==> config.mk <==
export PLATFORM = sky130hd
export DESIGN_NAME = booth_multiplier_flat
export DESIGN_NICKNAME = d
export VERILOG_FILES = /design/src/rtl/booth_multiplier_pkg.sv /design/src/rtl/booth_multiplier_if.sv /design/src/rtl/booth_step.sv /design/src/rtl/booth_multiplier.sv /design/src/flat_wrapper.sv
export SDC_FILE = /design/constraint.sdc
export NUM_CORES = 1
export LEC_CHECK = 0
export CORE_ASPECT_RATIO = 0.9
export CORE_MARGIN = 5
export CORE_UTILIZATION = 25
export DETAILED_ROUTE_END_ITERATION = 10
export GPL_TIMING_DRIVEN = 0
export PLACE_DENSITY = 0.38
export SLEW_MARGIN = 0
export SYNTH_ARGS = -nofsm -noshare
export SYNTH_HDL_FRONTEND = slang
export SYNTH_HIERARCHICAL = 1
export SYNTH_SLANG_ARGS = --single-unit
==> constraint.sdc <==
create_clock -name clk -period 6.7 [get_ports clk]
set_input_delay 0.67 -clock clk [delete_from_list [all_inputs] [get_ports clk]]
set_output_delay 0.67 -clock clk [all_outputs]
set_load 0.05 [all_outputs]
==> src/rtl/booth_multiplier_pkg.sv <==
// -----------------------------------------------------------------------------
// booth_multiplier_pkg
// Shared types and constants for the sequential radix-2 Booth multiplier.
//   DW           operand width (signed, two's complement)
//   DW_OUT       product width, always 2*DW
//   CW           width of the Booth step counter (counts 0..DW)
//   mult_state_t controller states IDLE/LOAD/CALC/DONE
//   booth_reg_t  working register set {a, q, q_1, m}
// Ports: none (package).
// -----------------------------------------------------------------------------
package booth_multiplier_pkg;

  localparam int DW     = 8;
  localparam int DW_OUT = 2 * DW;
  localparam int CW     = $clog2(DW + 1);

  typedef enum logic [1:0] {
    IDLE = 2'd0,
    LOAD = 2'd1,
    CALC = 2'd2,
    DONE = 2'd3
  } mult_state_t;

  // Plain encodings used by the controller state register.
  localparam logic [1:0] ST_IDLE = IDLE;
  localparam logic [1:0] ST_LOAD = LOAD;
  localparam logic [1:0] ST_CALC = CALC;
  localparam logic [1:0] ST_DONE = DONE;

  // a and m carry one extra bit so that m = -2^(DW-1) can be subtracted
  // without overflowing the partial product.
  typedef struct packed {
    logic [DW:0]   a;
    logic [DW-1:0] q;
    logic          q_1;
    logic [DW:0]   m;
  } booth_reg_t;

  localparam booth_reg_t BOOTH_REG_CLR = '{
    a:   {(DW + 1){1'b0}},
    q:   {DW{1'b0}},
    q_1: 1'b0,
    m:   {(DW + 1){1'b0}}
  };

  // Sign-extend a DW-bit operand to the DW+1-bit accumulator width.
  function automatic logic [DW:0] sext_operand(input logic [DW-1:0] v);
    return {v[DW-1], v};
  endfunction

endpackage

==> src/rtl/booth_multiplier_if.sv <==
// -----------------------------------------------------------------------------
// booth_multiplier_if
// Request/result bundle of the Booth multiplier.
//   i_start        start request (sampled only while the multiplier is idle)
//   i_multiplicand signed operand M
//   i_multiplier   signed operand Q
//   o_result       signed product, held until the next completion
//   o_ready        one-cycle pulse marking a new o_result
//   o_busy         high while an operation is in flight
// Modports: master (requester / downstream view), slave (multiplier).
// -----------------------------------------------------------------------------
interface booth_multiplier_if import booth_multiplier_pkg::*; ();

  logic              i_start;
  logic [DW-1:0]     i_multiplicand;
  logic [DW-1:0]     i_multiplier;
  logic [DW_OUT-1:0] o_result;
  logic              o_ready;
  logic              o_busy;

  modport master (
    output i_start, i_multiplicand, i_multiplier,
    input  o_result, o_ready, o_busy
  );

  modport slave (
    input  i_start, i_multiplicand, i_multiplier,
    output o_result, o_ready, o_busy
  );

endinterface

==> src/rtl/booth_step.sv <==
// -----------------------------------------------------------------------------
// booth_step
// One combinational radix-2 Booth iteration:
//   {q[0], q_1} = 01 -> a + m, 10 -> a - m, otherwise a unchanged,
//   then arithmetic right shift of {a, q, q_1} by one bit.
// Ports:
//   cur  working registers before the step
//   nxt  working registers after the step (m passes through unchanged)
// -----------------------------------------------------------------------------
module booth_step import booth_multiplier_pkg::*; (
  input  booth_reg_t cur,
  output booth_reg_t nxt
);

  logic [DW:0] sum_s;

  // Add, subtract or keep the partial product depending on the Booth pair.
  always_comb begin
    sum_s = cur.a;
    case ({cur.q[0], cur.q_1})
      2'b01:   sum_s = cur.a + cur.m;
      2'b10:   sum_s = cur.a - cur.m;
      default: sum_s = cur.a;
    endcase
  end

  // Arithmetic shift: a's MSB is replicated, a's LSB moves into q, q's LSB into q_1.
  assign nxt = {sum_s[DW], sum_s[DW:1], sum_s[0], cur.q[DW-1:1], cur.q[0], cur.m};

endmodule

==> src/rtl/booth_multiplier.sv <==
// -----------------------------------------------------------------------------
// booth_multiplier
// Sequential signed radix-2 Booth multiplier, one add/subtract per clock.
// A start seen in IDLE captures the operands; DW Booth steps follow in CALC,
// and DONE registers the product and pulses o_ready for one cycle, DW+1 edges
// after the start edge. o_ready/o_result feed the display stage directly.
// Ports:
//   clk  system clock, rising edge
//   rst  asynchronous, active-low reset
//   bus  booth_multiplier_if.slave (i_start, operands, o_result, o_ready, o_busy)
// Optional build macro:
//   MULT_EARLY_ZERO_EN  when defined, a zero operand bypasses CALC via LOAD and
//                       the zero result appears 2 edges after the start edge.
// -----------------------------------------------------------------------------
module booth_multiplier import booth_multiplier_pkg::*; (
  input logic               clk,
  input logic               rst,
  booth_multiplier_if.slave bus
);

  localparam logic [CW-1:0] CNT_ZERO  = {CW{1'b0}};
  localparam logic [CW-1:0] CNT_ONE   = {{(CW - 1){1'b0}}, 1'b1};
  localparam logic [CW-1:0] CNT_LAST  = CW'(DW - 1);

  logic [1:0]        state_r;
  logic [1:0]        state_s;
  booth_reg_t        breg_r;
  booth_reg_t        breg_s;
  booth_reg_t        step_s;
  logic [CW-1:0]     count_r;
  logic [CW-1:0]     count_s;
  logic [DW_OUT-1:0] result_r;
  logic              ready_r;
  logic              busy_r;

`ifdef MULT_EARLY_ZERO_EN
  logic              zero_s;

  // Either operand zero means the product is zero without any Booth steps.
  always_comb begin
    if ((bus.i_multiplicand == {DW{1'b0}}) || (bus.i_multiplier == {DW{1'b0}})) begin
      zero_s = 1'b1;
    end else begin
      zero_s = 1'b0;
    end
  end
`endif

  booth_step u_step (
    .cur (breg_r),
    .nxt (step_s)
  );

  // Controller next-state and working-register update.
  always_comb begin
    state_s = state_r;
    breg_s  = breg_r;
    count_s = count_r;
    case (state_r)
      ST_IDLE: begin
        if (bus.i_start) begin
          breg_s.a   = {(DW + 1){1'b0}};
          breg_s.q   = bus.i_multiplier;
          breg_s.q_1 = 1'b0;
          breg_s.m   = sext_operand(bus.i_multiplicand);
          count_s    = CNT_ZERO;
`ifdef MULT_EARLY_ZERO_EN
          if (zero_s) begin
            // Clearing q makes {a, q} an exact zero product for DONE.
            breg_s.q = {DW{1'b0}};
            state_s  = ST_LOAD;
          end else begin
            state_s  = ST_CALC;
          end
`else
          state_s = ST_CALC;
`endif
        end else begin
          state_s = ST_IDLE;
        end
      end
      ST_LOAD: begin
`ifdef MULT_EARLY_ZERO_EN
        state_s = ST_DONE;
`else
        // Not entered in this build; return to IDLE without emitting a result.
        state_s = ST_IDLE;
`endif
      end
      ST_CALC: begin
        breg_s  = step_s;
        count_s = count_r + CNT_ONE;
        if (count_r == CNT_LAST) begin
          state_s = ST_DONE;
        end else begin
          state_s = ST_CALC;
        end
      end
      ST_DONE: begin
        state_s = ST_IDLE;
      end
      default: begin
        state_s = ST_IDLE;
        breg_s  = BOOTH_REG_CLR;
        count_s = CNT_ZERO;
      end
    endcase
  end

  // Controller state, working registers and step counter.
  always_ff @(posedge clk or negedge rst) begin
    if (!rst) begin
      state_r <= ST_IDLE;
      breg_r  <= BOOTH_REG_CLR;
      count_r <= CNT_ZERO;
    end else begin
      state_r <= state_s;
      breg_r  <= breg_s;
      count_r <= count_s;
    end
  end

  // Registered outputs: result/pulse on the DONE edge, busy tracks the next state.
  always_ff @(posedge clk or negedge rst) begin
    if (!rst) begin
      result_r <= {DW_OUT{1'b0}};
      ready_r  <= 1'b0;
      busy_r   <= 1'b0;
    end else begin
      if (state_r == ST_DONE) begin
        result_r <= {breg_r.a[DW-1:0], breg_r.q};
        ready_r  <= 1'b1;
      end else begin
        result_r <= result_r;
        ready_r  <= 1'b0;
      end
      busy_r <= (state_s != ST_IDLE);
    end
  end

  assign bus.o_result = result_r;
  assign bus.o_ready  = ready_r;
  assign bus.o_busy   = busy_r;

endmodule

==> src/flat_wrapper.sv <==
// flat-port wrapper written by rule: the top's interface ports become plain ports
module booth_multiplier_flat import booth_multiplier_pkg::*;
  (clk, rst, bus_i_start, bus_i_multiplicand, bus_i_multiplier, bus_o_result, bus_o_ready, bus_o_busy);
  booth_multiplier_if bus_i ();
  input logic clk;
  input logic rst;
  input wire logic [$bits(bus_i.i_start)-1:0] bus_i_start;
  input wire logic [$bits(bus_i.i_multiplicand)-1:0] bus_i_multiplicand;
  input wire logic [$bits(bus_i.i_multiplier)-1:0] bus_i_multiplier;
  output wire logic [$bits(bus_i.o_result)-1:0] bus_o_result;
  output wire logic [$bits(bus_i.o_ready)-1:0] bus_o_ready;
  output wire logic [$bits(bus_i.o_busy)-1:0] bus_o_busy;
  assign bus_i.i_start = bus_i_start;
  assign bus_i.i_multiplicand = bus_i_multiplicand;
  assign bus_i.i_multiplier = bus_i_multiplier;
  assign bus_o_result = bus_i.o_result;
  assign bus_o_ready = bus_i.o_ready;
  assign bus_o_busy = bus_i.o_busy;
  booth_multiplier u_core (.clk(clk), .rst(rst), .bus(bus_i));
endmodule
==> results of run 1 <==
-- per-layer routing --
metal  part of all wire [%]  routed length [um]
met1                     50                3420
met2                     45                3110
met3                    4.1                 282
met4                    1.2                  85
met5                      0                   0
-- logic make-up (layout without fill, tap and decap cells) --
logic type / Yosys count / after routing / synth area share [%]
AOI/OAI and AO/OA: 70 / 70 / 16.3
DFF: 50 / 50 / 43.6
muxes: 33 / 33 / 12.2
xor gates and xnor gates: 10 / 10 / 3.05
and+or+nand+nor: 55 / 55 / 9.93
adders and majority gates: 12 / 12 / 5.49
buffers and inverters: 40 / 85 / 9.45
-- worst register-to-register path, stage by stage (launching register included) --
cell and delay [ns]:
dfrtp_1 0.38, inv_1 0.06, ha_1 0.13, clkbuf_1 0.31, mux2i_1 0.21, fa_1 0.50, a211oi_2 0.24, o21ai_0 0.16
and4_1 0.24, nor3_2 0.19, xor2_1 0.10, buf_4 0.14, a22o_1 0.20
-- synthesized netlist by cell type, types with 2 or more instances --
master / n / area (um^2)
o31ai_1: 2 / 15.0
buf_2: 5 / 25.0
mux2_2: 17 / 191
ha_1: 11 / 138
nor4_1: 2 / 12.5
xor2_1: 3 / 26.3
buf_4: 20 / 150
clkbuf_1: 2 / 7.51
dfrtp_1: 50 / 1250
mux2i_1: 16 / 160
o21ai_0: 11 / 55.1
buf_12: 2 / 40.0
nand2_1: 23 / 86.3
nand2b_1: 2 / 12.5
inv_1: 9 / 33.8
o211ai_1: 2 / 15.0
nor2_1: 7 / 26.3
a22o_1: 11 / 96.3
a22oi_1: 5 / 37.5
o21bai_1: 3 / 22.5
nor3_1: 4 / 20.0
a31oi_1: 3 / 18.8
a21oi_1: 8 / 40.0
o21ai_1: 16 / 80.1
o21a_1: 2 / 15.0
xnor2_1: 7 / 61.3
nor2b_1: 7 / 43.8
nor3b_1: 2 / 15.0
-- cell type report --
cell class              instances  area, um^2
clock inverters                 2        60.1
repair buffers                 37         375
fillers                      1178        7700
multi-input cells             180        1350
inverters                       9        33.8
plain buffers                  31         238
well taps                     156         195
flip-flops and latches         50        1250
clock buffers                   6         139
-- worst min-delay path by stage --
| stage | startpoint | end | slack (ns) | cells past startpoint |
|---|---|---|---|---|
| 2_1_floorplan | rst | u_core/breg_r[0] | 0.37 | 0 |
| 3_3_place_gp | u_core/count_r[3] | u_core/state_r[0] | 0.47 | 1 |
| 3_5_place_dp | u_core/count_r[3] | u_core/state_r[0] | 0.47 | 1 |
| 4_1_cts | rst | u_core/breg_r[24] | 0.35 | 1 |
| 5_1_grt | rst | u_core/bus.o_ready | 0.37 | 1 |
| 6_report | rst | u_core/breg_r[24] | 0.33 | 1 |
-- flip-flops by register name (all words and copies together), names as in the netlist --
| register | count |
|---|---|
| u_core/bus.o_ready | 1 |
| u_core/state_r | 1 |
| u_core/breg_r | 27 |
| u_core/bus.o_result | 16 |
| u_core/count_r | 4 |
| u_core/bus.o_busy | 1 |
-- metrics by stage --
stage	hold slack (ns)	instance area, um^2	setup WS (ns)	util (%)
4_1_cts	0.348	3640	3.69	32.1
2_1_floorplan	0.374	2870	4.06	-
5_1_grt	0.365	3640	3.45	32.1
3_3_place_gp	0.472	3430	3.22	30.2
3_5_place_dp	0.465	3440	3.73	30.3
6_report	0.331	3640	3.74	32.1
-- layout by cell type, fill, tap and decap left out, types with 6 or more instances in the layout --
cell	instances
nor2b_1	7
mux2i_1	16
o21ai_0	11
clkdlybuf4s50_1	35
mux2_2	17
inv_1	9
dfrtp_1	50
buf_2	6
ha_1	11
xnor2_1	7
o21ai_1	16
nand2_1	23
a22o_1	11
buf_4	20
nor2_1	7
a21oi_1	8
==> qor.yml, run 1 <==
critPathLaunchType: "flip-flop"
clock_skew_ns: 0.00707
netlist-cell-type-count: 46
layout-drive-gt1-share_pct: 19.4
synth-edff-count: 0
cpLargestDelayFamily: "adder cells"
cts_resized: 0
cts.sinks: 50
async_reset_ff_share_pct: 100
clock-root-buffer: "clkbuf_16"
ys_ff_latch: 50
cp_num_cells: 12
cts_buffers: 5
gp_congestion: 0.777
clock_tree.htree_level_count: 2
cts_setup_buffers: 0
coreArea_um2: 11300
synthFlopType: "dfrtp_1"
status: "complete, no violations"
dieWidth_um: 123
overflow: 0
slew_violations: 0
gr-max-usage-layer: "met2"
min_period_over_period_pct: 44.2
crit_arrival_ns: 3.15
crit_chain: "inv_1 -> ha_1 -> clkbuf_1 -> mux2i_1 -> fa_1 -> a211oi_2 -> o21ai_0 -> and4_1 -> nor3_2 -> xor2_1 -> buf_4 -> a22o_1"
drt_wl_total_mm: 6.90
dr.first_iter.drc_count: 72
tightest_slew_ns: 0.538
die_h_um: 112
grt_pass1_vias: 2156
nNetsFinal: 345
min_path_type: "in2async"
ctsHoldBuffers: 0
clk_pin_slew_ns: 0.07
r2r-end: "u_core/breg_r[26]"
cpMaxStageDelayCell: "fa_1"
dp_hpwl_mm: 5.04
antenna_found_initial: 0
cts_tree: "yes"
cp_max_fo: 9
clockBufferDepth: 2
synth_cells: 270
max_cap_violations: 0
drtPass1Iterations: 4
drc: 0
max_freq_mhz: 338
antenna_cells: 0
use_met1_pct: 14.6
syn_area_per_cell_um2: 10.6
dp.cells: 463
crit_type: "reg2reg"
reg2reg_from: "u_core/breg_r[9]"
yosys_warnings: 6
grtUsageMet2_pct: 16.7
areaGrowthSynthToFinish_pct: 26.8
vias_per_cell: 4.44
rows: 37
relSlewSlack_pct: 64.2
r2r_slack_ns: 3.74
crit_end: "u_core/breg_r[26]"
drt.antenna.violating_nets: 0
dr_total_vias: 2092
synth_seq_area_share_pct: 43.6
worstSkewPairLatency_ns: 0.29
start_util_pct: 25.3
fin_cells: 471
syn-num-nets: 301
synth_area_um2: 2870
port-buffer-count: 36
pin_count: 37
required_ns: 6.89
critPathLaunch: "u_core/breg_r[9]"
path_buf_inv: 3
finalCriticalPeriod_ns: 2.96
grtUsageMet3_pct: 2.69
dieArea_um2: 13700
reg2reg_depth: 12
grt_max_degree: 33
cp-end-kind: "flip-flop"
finalSetupViolations: 0
gr-usage-all-layers_pct: 10.7
finalHoldViolCount: 0
max_stage_delay_ns: 0.50
rsz0062_at_grt: "false"
tns_ns: 0
wl_per_cell_um: 14.6
grt_pass1_wl_mm: 11.4
Power of run 1 is not shown: default switching activity piles up to over one toggle a cycle in this logic, so the estimate is an artifact.
==> run 2: changes to the inputs <==
==> constraint.sdc (replaced) <==
create_clock -name clk -period 2.8 [get_ports clk]
set_input_delay 0.28 -clock clk [delete_from_list [all_inputs] [get_ports clk]]
set_output_delay 0.28 -clock clk [all_outputs]
set_load 0.05 [all_outputs]
==> run 2 against run 1 <==
Via count up 0.57%. Global-route usage is essentially flat. Clock-buffer cell count unchanged. Critical endpoint unchanged. Utilization up 0.88 points. Routed wire length is 1.1% higher. Non-clock buffer count rose by 5. Critical path depth is the same. Register-to-register slack lost 3.6 ns. First-iteration DRC count shrank 5.6%.
==> qor.yml, run 2 (synthesis gave the netlist of run 1 again) <==
crit_chain: "inv_1 -> ha_4 -> nor2_1 -> xnor2_1 -> ha_1 -> a211oi_2 -> o21ai_1 -> and4_1 -> nor3_2 -> xor2_1 -> buf_4 -> a22o_1"  # was inv_1 -> ha_1 -> clkbuf_1 -> mux2i_1 -> fa_1 -> a211oi_2 -> o21ai_0 -> and4_1 -> nor3_2 -> xor2_1 -> buf_4 -> a22o_1
top_register: "u_core/breg_r"  # unchanged
grt_pass1_vias: 2162  # was 2156
mostFrequentLayoutCells: "dfrtp_1 (47), clkdlybuf4s50_1 (35), buf_4 (25)"  # was dfrtp_1 (50), clkdlybuf4s50_1 (35), nand2_1 (23)
vias_per_cell: 4.42  # was 4.44
dr_wl_met2_mm: 3.21  # was 3.11 mm
clockBufferDepth: 2  # unchanged
tightest_slew_ns: 0.516  # was 0.538 ns
min_period_over_period_pct: 94.2  # was 44.2%
drt_wl_total_mm: 6.97  # was 6.90 mm
multiInputGateArea_um2: 1400  # was 1350 um^2
required_ns: 2.99  # was 6.89 ns
crit_arrival_ns: 2.82  # was 3.15 ns
layout_commonest_cell: "dfrtp_1"  # unchanged
start_util_pct: 25.3  # unchanged
cp_max_fo: 5  # was 9
clock_tree.htree_level_count: 2  # unchanged
worstSkewPairLatency_ns: 0.29  # about the same
max_stage_delay_ns: 0.44  # was 0.50 ns
finalCriticalPeriod_ns: 2.64  # was 2.96 ns
final_core_util_pct: 33.0  # was 32.1%
reg2reg_from: "u_core/breg_r[1]"  # was u_core/breg_r[9]
relSlewSlack_pct: 65.5  # was 64.2%
crit_type: "reg2reg"  # unchanged
drtPass1Iterations: 4  # unchanged
pin_count: 37  # unchanged
largest_reg_flops: 27  # unchanged
slew_violations: 0  # unchanged
clock_skew_ns: 0.00682  # was 0.00707 ns
clock-root-buffer: "clkbuf_16"  # unchanged
drt.antenna.violating_nets: 0  # unchanged
dieArea_um2: 13700  # unchanged
top_layer_used: "met4"  # unchanged
path_buf_inv: 2  # was 3
dp_hpwl_mm: 5.04  # unchanged
rows: 37  # unchanged
fill_cells: 1172  # was 1178
cts_tree: "yes"  # unchanged
critPathLaunchType: "flip-flop"  # unchanged
grt_max_degree: 33  # unchanged
cpMaxStageDelayCell: "dfrtp_2"  # was fa_1
antenna_found_initial: 0  # unchanged
nNetsFinal: 350  # was 345
layout-drive-gt1-share_pct: 23.8  # was 19.4%
finalSetupViolations: 0  # unchanged
max_cap_violations: 0  # unchanged
met1_length_mm: 3.43  # was 3.42 mm
finalHoldViolCount: 0  # unchanged
port-buffer-count: 36  # unchanged
grt_pass1_wl_mm: 11.4  # about the same
coreArea_um2: 11300  # unchanged
antenna_cells: 0  # unchanged
status: "complete, no violations"  # unchanged
cts_buffers: 5  # unchanged
areaGrowthSynthToFinish_pct: 30.3  # was 26.8%
seqCellArea_um2: 1250  # about the same
reg2reg_depth: 12  # unchanged
die_h_um: 112  # unchanged
wl_per_cell_um: 14.6  # about the same
gp_congestion: 0.777  # unchanged
clk_pin_slew_ns: 0.07  # about the same
r2r-end: "u_core/breg_r[26]"  # unchanged
dr_total_vias: 2104  # was 2092
tns_ns: 0  # unchanged
cts.sinks: 50  # unchanged
gr-usage-all-layers_pct: 10.7  # about the same
dr.first_iter.drc_count: 68  # was 72
cp-end-kind: "flip-flop"  # unchanged
route.met3.wl_um: 240  # was 282 um
overflow: 0  # unchanged
r2r_slack_ns: 0.16  # was 3.74 ns
min_path_type: "in2async"  # unchanged
max_freq_mhz: 379  # was 338 MHz
cpLargestDelayFamily: "compound AO/OA/AOI/OAI gates"  # was adder cells
dieWidth_um: 123  # unchanged
drc: 0  # unchanged
run 2: cell type report:
class	instances	area share [%]
buffer	30	6.25
clock buffer	6	3.71
clock inverter	2	1.61
inverter	9	0.903
multi-input combinational	180	37.5
sequential	50	33.5
tap	156	5.22
timing repair buffer	43	11.3
run 2: routing by layer:
metal	GRT usage, %	up-vias
met4	2.88	0
li1	-	1044
met3	2.69	7
met5	0	-
met2	16.8	28
met1	14.7	1025
run 2: how the worst max path moves through the flow:
stage,slack [ns],cells after the start,end,startpoint
global route,-0.003,12,u_core/breg_r[26],u_core/breg_r[0]
detailed placement,-0.17,11,u_core/breg_r[26],u_core/breg_r[10]
CTS,0.02,12,u_core/breg_r[26],u_core/breg_r[0]
floorplan,0.16,12,u_core/breg_r[26],u_core/breg_r[9]
finish,0.16,12,u_core/breg_r[26],u_core/breg_r[1]
global placement,-0.29,1,u_core/bus.o_result[2],rst
run 2: through the flow:
| step | instances | cell area (um^2) | hold WS, ns | setup slack (ns) |
|---|---|---|---|---|
| 3_3_place_gp | 462 | 3430 | 0.472 | -0.294 |
| 3_5_place_dp | 463 | 3440 | 0.281 | -0.170 |
| 2_1_floorplan | 270 | 2870 | -0.0156 | 0.160 |
| 6_report | 476 | 3740 | 0.476 | 0.163 |
| 5_1_grt | 476 | 3740 | 0.515 | -0.00341 |
| 4_1_cts | 471 | 3660 | 0.475 | 0.0176 |
run 2: worst reg2reg max path: cells and delay by family, from the launching register on:
kind / cells / cell delay (ns)
compound gates: 3 / 0.57
simple gates: 3 / 0.47
xor+xnor: 2 / 0.30
buf+inv: 2 / 0.27
fa+ha+maj: 2 / 0.49
flops: 1 / 0.44
run 2: timing repair:
item / CTS / global route
gates resized for setup: 4 / 11
pin swaps: 0 / 5
endpoints found under the hold margin: 18 / 0
buffers inserted: 0 / 5
setup endpoints to repair: 3 / 2
hold buffers: 1 / 0
gates cloned: 0 / 0
Power of run 2 is left out for the same reason.
==> run 3: changes to the inputs <==
--- a/config.mk
+++ b/config.mk
@@ -7,10 +7,9 @@
 export LEC_CHECK = 0
 export CORE_ASPECT_RATIO = 0.9
 export CORE_MARGIN = 5
-export CORE_UTILIZATION = 25
+export CORE_UTILIZATION = 55
 export DETAILED_ROUTE_END_ITERATION = 10
-export GPL_TIMING_DRIVEN = 0
-export PLACE_DENSITY = 0.38
+export PLACE_DENSITY = 0.75
 export SLEW_MARGIN = 0
 export SYNTH_ARGS = -nofsm -noshare
 export SYNTH_HDL_FRONTEND = slang
==> run 3 against run 2 <==
Sequential share of layout area increased by 5.2 points. First-iteration DRC count increased by 19%. Hold slack got worse by 0.43 ns. Routed wire length decreased by 26%. Global-route usage increased by 6.4 points. Clock skew increased by 0.0025 ns. Via count decreased by 7.4%. Fmax increased by 1.8%. Non-clock buffer count decreased by 30. Clock-buffer cell count increased by 1. Cell count decreased by 25%. Highest routed layer unchanged.
==> qor.yml, run 3 (synthesis gave the netlist of run 1 again) <==
cts_buffers: 5  # unchanged
mostFrequentLayoutCells: "dfrtp_1 (49), clkdlybuf4s50_1 (35), nand2_1 (23)"  # was dfrtp_1 (47), clkdlybuf4s50_1 (35), buf_4 (25)
cts.sinks: 50  # unchanged
grt_pass1_wl_mm: 9.11  # was 11.4 mm
max_freq_mhz: 386  # was 379 MHz
wl_per_cell_um: 14.5  # was 14.6 um
grtUsageMet3_pct: 5.67  # was 2.69%
max_cap_violations: 0  # unchanged
clockBufferDepth: 2  # unchanged
cp-end-kind: "flip-flop"  # unchanged
clock_tree.htree_level_count: 2  # unchanged
relSlewSlack_pct: 46.2  # was 65.5%
largest_reg_flops: 27  # unchanged
rows: 25  # was 37
ctsHoldBuffers: 0  # was 1
grt_max_degree: 42  # was 33
gr-usage-all-layers_pct: 17.1  # was 10.7%
coreArea_um2: 5160  # was 11300 um^2
dr_total_vias: 1949  # was 2104
finalCriticalPeriod_ns: 2.59  # was 2.64 ns
worstSkewPairLatency_ns: 0.31  # was 0.29 ns
layout_commonest_cell: "dfrtp_1"  # unchanged
clk_pin_slew_ns: 0.09  # was 0.07 ns
crit_arrival_ns: 2.79  # was 2.82 ns
required_ns: 3.00  # was 2.99 ns
grtUsageMet2_pct: 24.7  # was 16.8%
gp_congestion: 0.887  # was 0.777
status: "complete, no violations"  # unchanged
top_register: "u_core/breg_r"  # unchanged
dr.first_iter.drc_count: 81  # was 68
path_buf_inv: 1  # was 2
tightest_slew_ns: 0.807  # was 0.516 ns
dieWidth_um: 86.2  # was 123 um
use_met1_pct: 24.3  # was 14.7%
die_h_um: 78.6  # was 112 um
dp_hpwl_mm: 3.76  # was 5.04 mm
drc: 0  # unchanged
nNetsFinal: 320  # was 350
cpLargestDelayFamily: "adder cells"  # was compound AO/OA/AOI/OAI gates
rsz0062_at_grt: "false"
cts_setup_buffers: 0  # unchanged
start_util_pct: 55.6  # was 25.3%
clock-root-buffer: "clkbuf_8"  # was clkbuf_16
finalSetupViolations: 0  # unchanged
clock_skew_ns: 0.00933  # was 0.00682 ns
cpMaxStageDelayCell: "fa_1"  # was dfrtp_2
crit_type: "reg2reg"  # unchanged
gr-max-usage-layer: "met2"  # unchanged
tns_ns: 0  # unchanged
critPathLaunchType: "flip-flop"  # unchanged
pin_count: 37  # unchanged
antenna_cells: 0  # unchanged
port-buffer-count: 36  # unchanged
crit_chain: "inv_1 -> ha_1 -> mux2i_1 -> fa_1 -> a211oi_2 -> o21ai_0 -> and4_1 -> nor3_2 -> xor2_1 -> a22o_1"  # was inv_1 -> ha_4 -> nor2_1 -> xnor2_1 -> ha_1 -> a211oi_2 -> o21ai_1 -> and4_1 -> nor3_2 -> xor2_1 -> buf_4 -> a22o_1
min_path_type: "in2async"  # unchanged
antenna_found_initial: 0  # unchanged
drt_wl_total_mm: 5.18  # was 6.97 mm
layout-drive-gt1-share_pct: 14.5  # was 23.8%
min_period_over_period_pct: 92.5  # was 94.2%
grt_pass1_vias: 1885  # was 2162
drtPass1Iterations: 4  # unchanged
cts_tree: "yes"  # unchanged
areaGrowthSynthToFinish_pct: 12.5  # was 30.3%
finalHoldViolCount: 0  # unchanged
drt.antenna.violating_nets: 0  # unchanged
max_stage_delay_ns: 0.48  # was 0.44 ns
cp_max_fo: 6  # was 5
overflow: 0  # unchanged
slew_violations: 0  # unchanged
vias_per_cell: 5.46  # was 4.42
dieArea_um2: 6770  # was 13700 um^2
run 3: layout make-up:
class / instances / area, um^2
multi-input cells: 180 / 1360
inverters: 9 / 33.8
repair buffers: 43 / 408
well taps: 67 / 83.8
fillers: 432 / 1930
flip-flops and latches: 50 / 1250
clock inverters: 1 / 5.00
clock buffers: 7 / 86.3
run 3: final timing paths:
check | start | to | slack [ns] | cells after the start
min in group clk | u_core/count_r[3] | u_core/state_r[0] | 0.50 | 1
max reg2reg | u_core/breg_r[1] | u_core/breg_r[25] | 0.21 | 10
min reg2reg | u_core/count_r[3] | u_core/state_r[0] | 0.50 | 1
min | rst | u_core/breg_r[16] | 0.05 | 1
max | u_core/breg_r[1] | u_core/breg_r[25] | 0.21 | 10
max in group asynchronous | rst | u_core/bus.o_result[12] | 2.12 | 2
run 3: metrics by stage:
step	cells	hold WS (ns)	util [%]	instance area [um^2]	worst slack, ns
2_1_floorplan	270	-0.0156	-	2870	0.160
3_3_place_gp	349	0.410	60.6	3130	0.255
3_5_place_dp	349	0.416	60.6	3130	0.183
4_1_cts	357	0.0776	62.4	3220	0.152
5_1_grt	357	0.114	62.6	3230	0.0000615
6_report	357	0.0484	62.6	3230	0.210
run 3: timing repair:
action | CTS | global route
endpoints found under the setup margin | 0 | 4
endpoints found under the hold margin | 0 | 0
resized for setup | 0 | 3
run 3: worst register-to-register path, stage by stage (launching register included):
cell,delay (ns)
dfrtp_1,0.46
inv_1,0.09
ha_1,0.28
mux2i_1,0.10
fa_1,0.48
a211oi_2,0.23
o21ai_0,0.14
and4_1,0.23
nor3_2,0.16
xor2_1,0.10
a22o_1,0.21
run 3: per-layer routing:
layer / up-vias / part of all wire, %
li1: 989 / -
met1: 921 / 49
met2: 37 / 44
met3: 2 / 5.8
met4: 0 / 0.70
met5: - / 0
Power of run 3 is left out for the same reason.
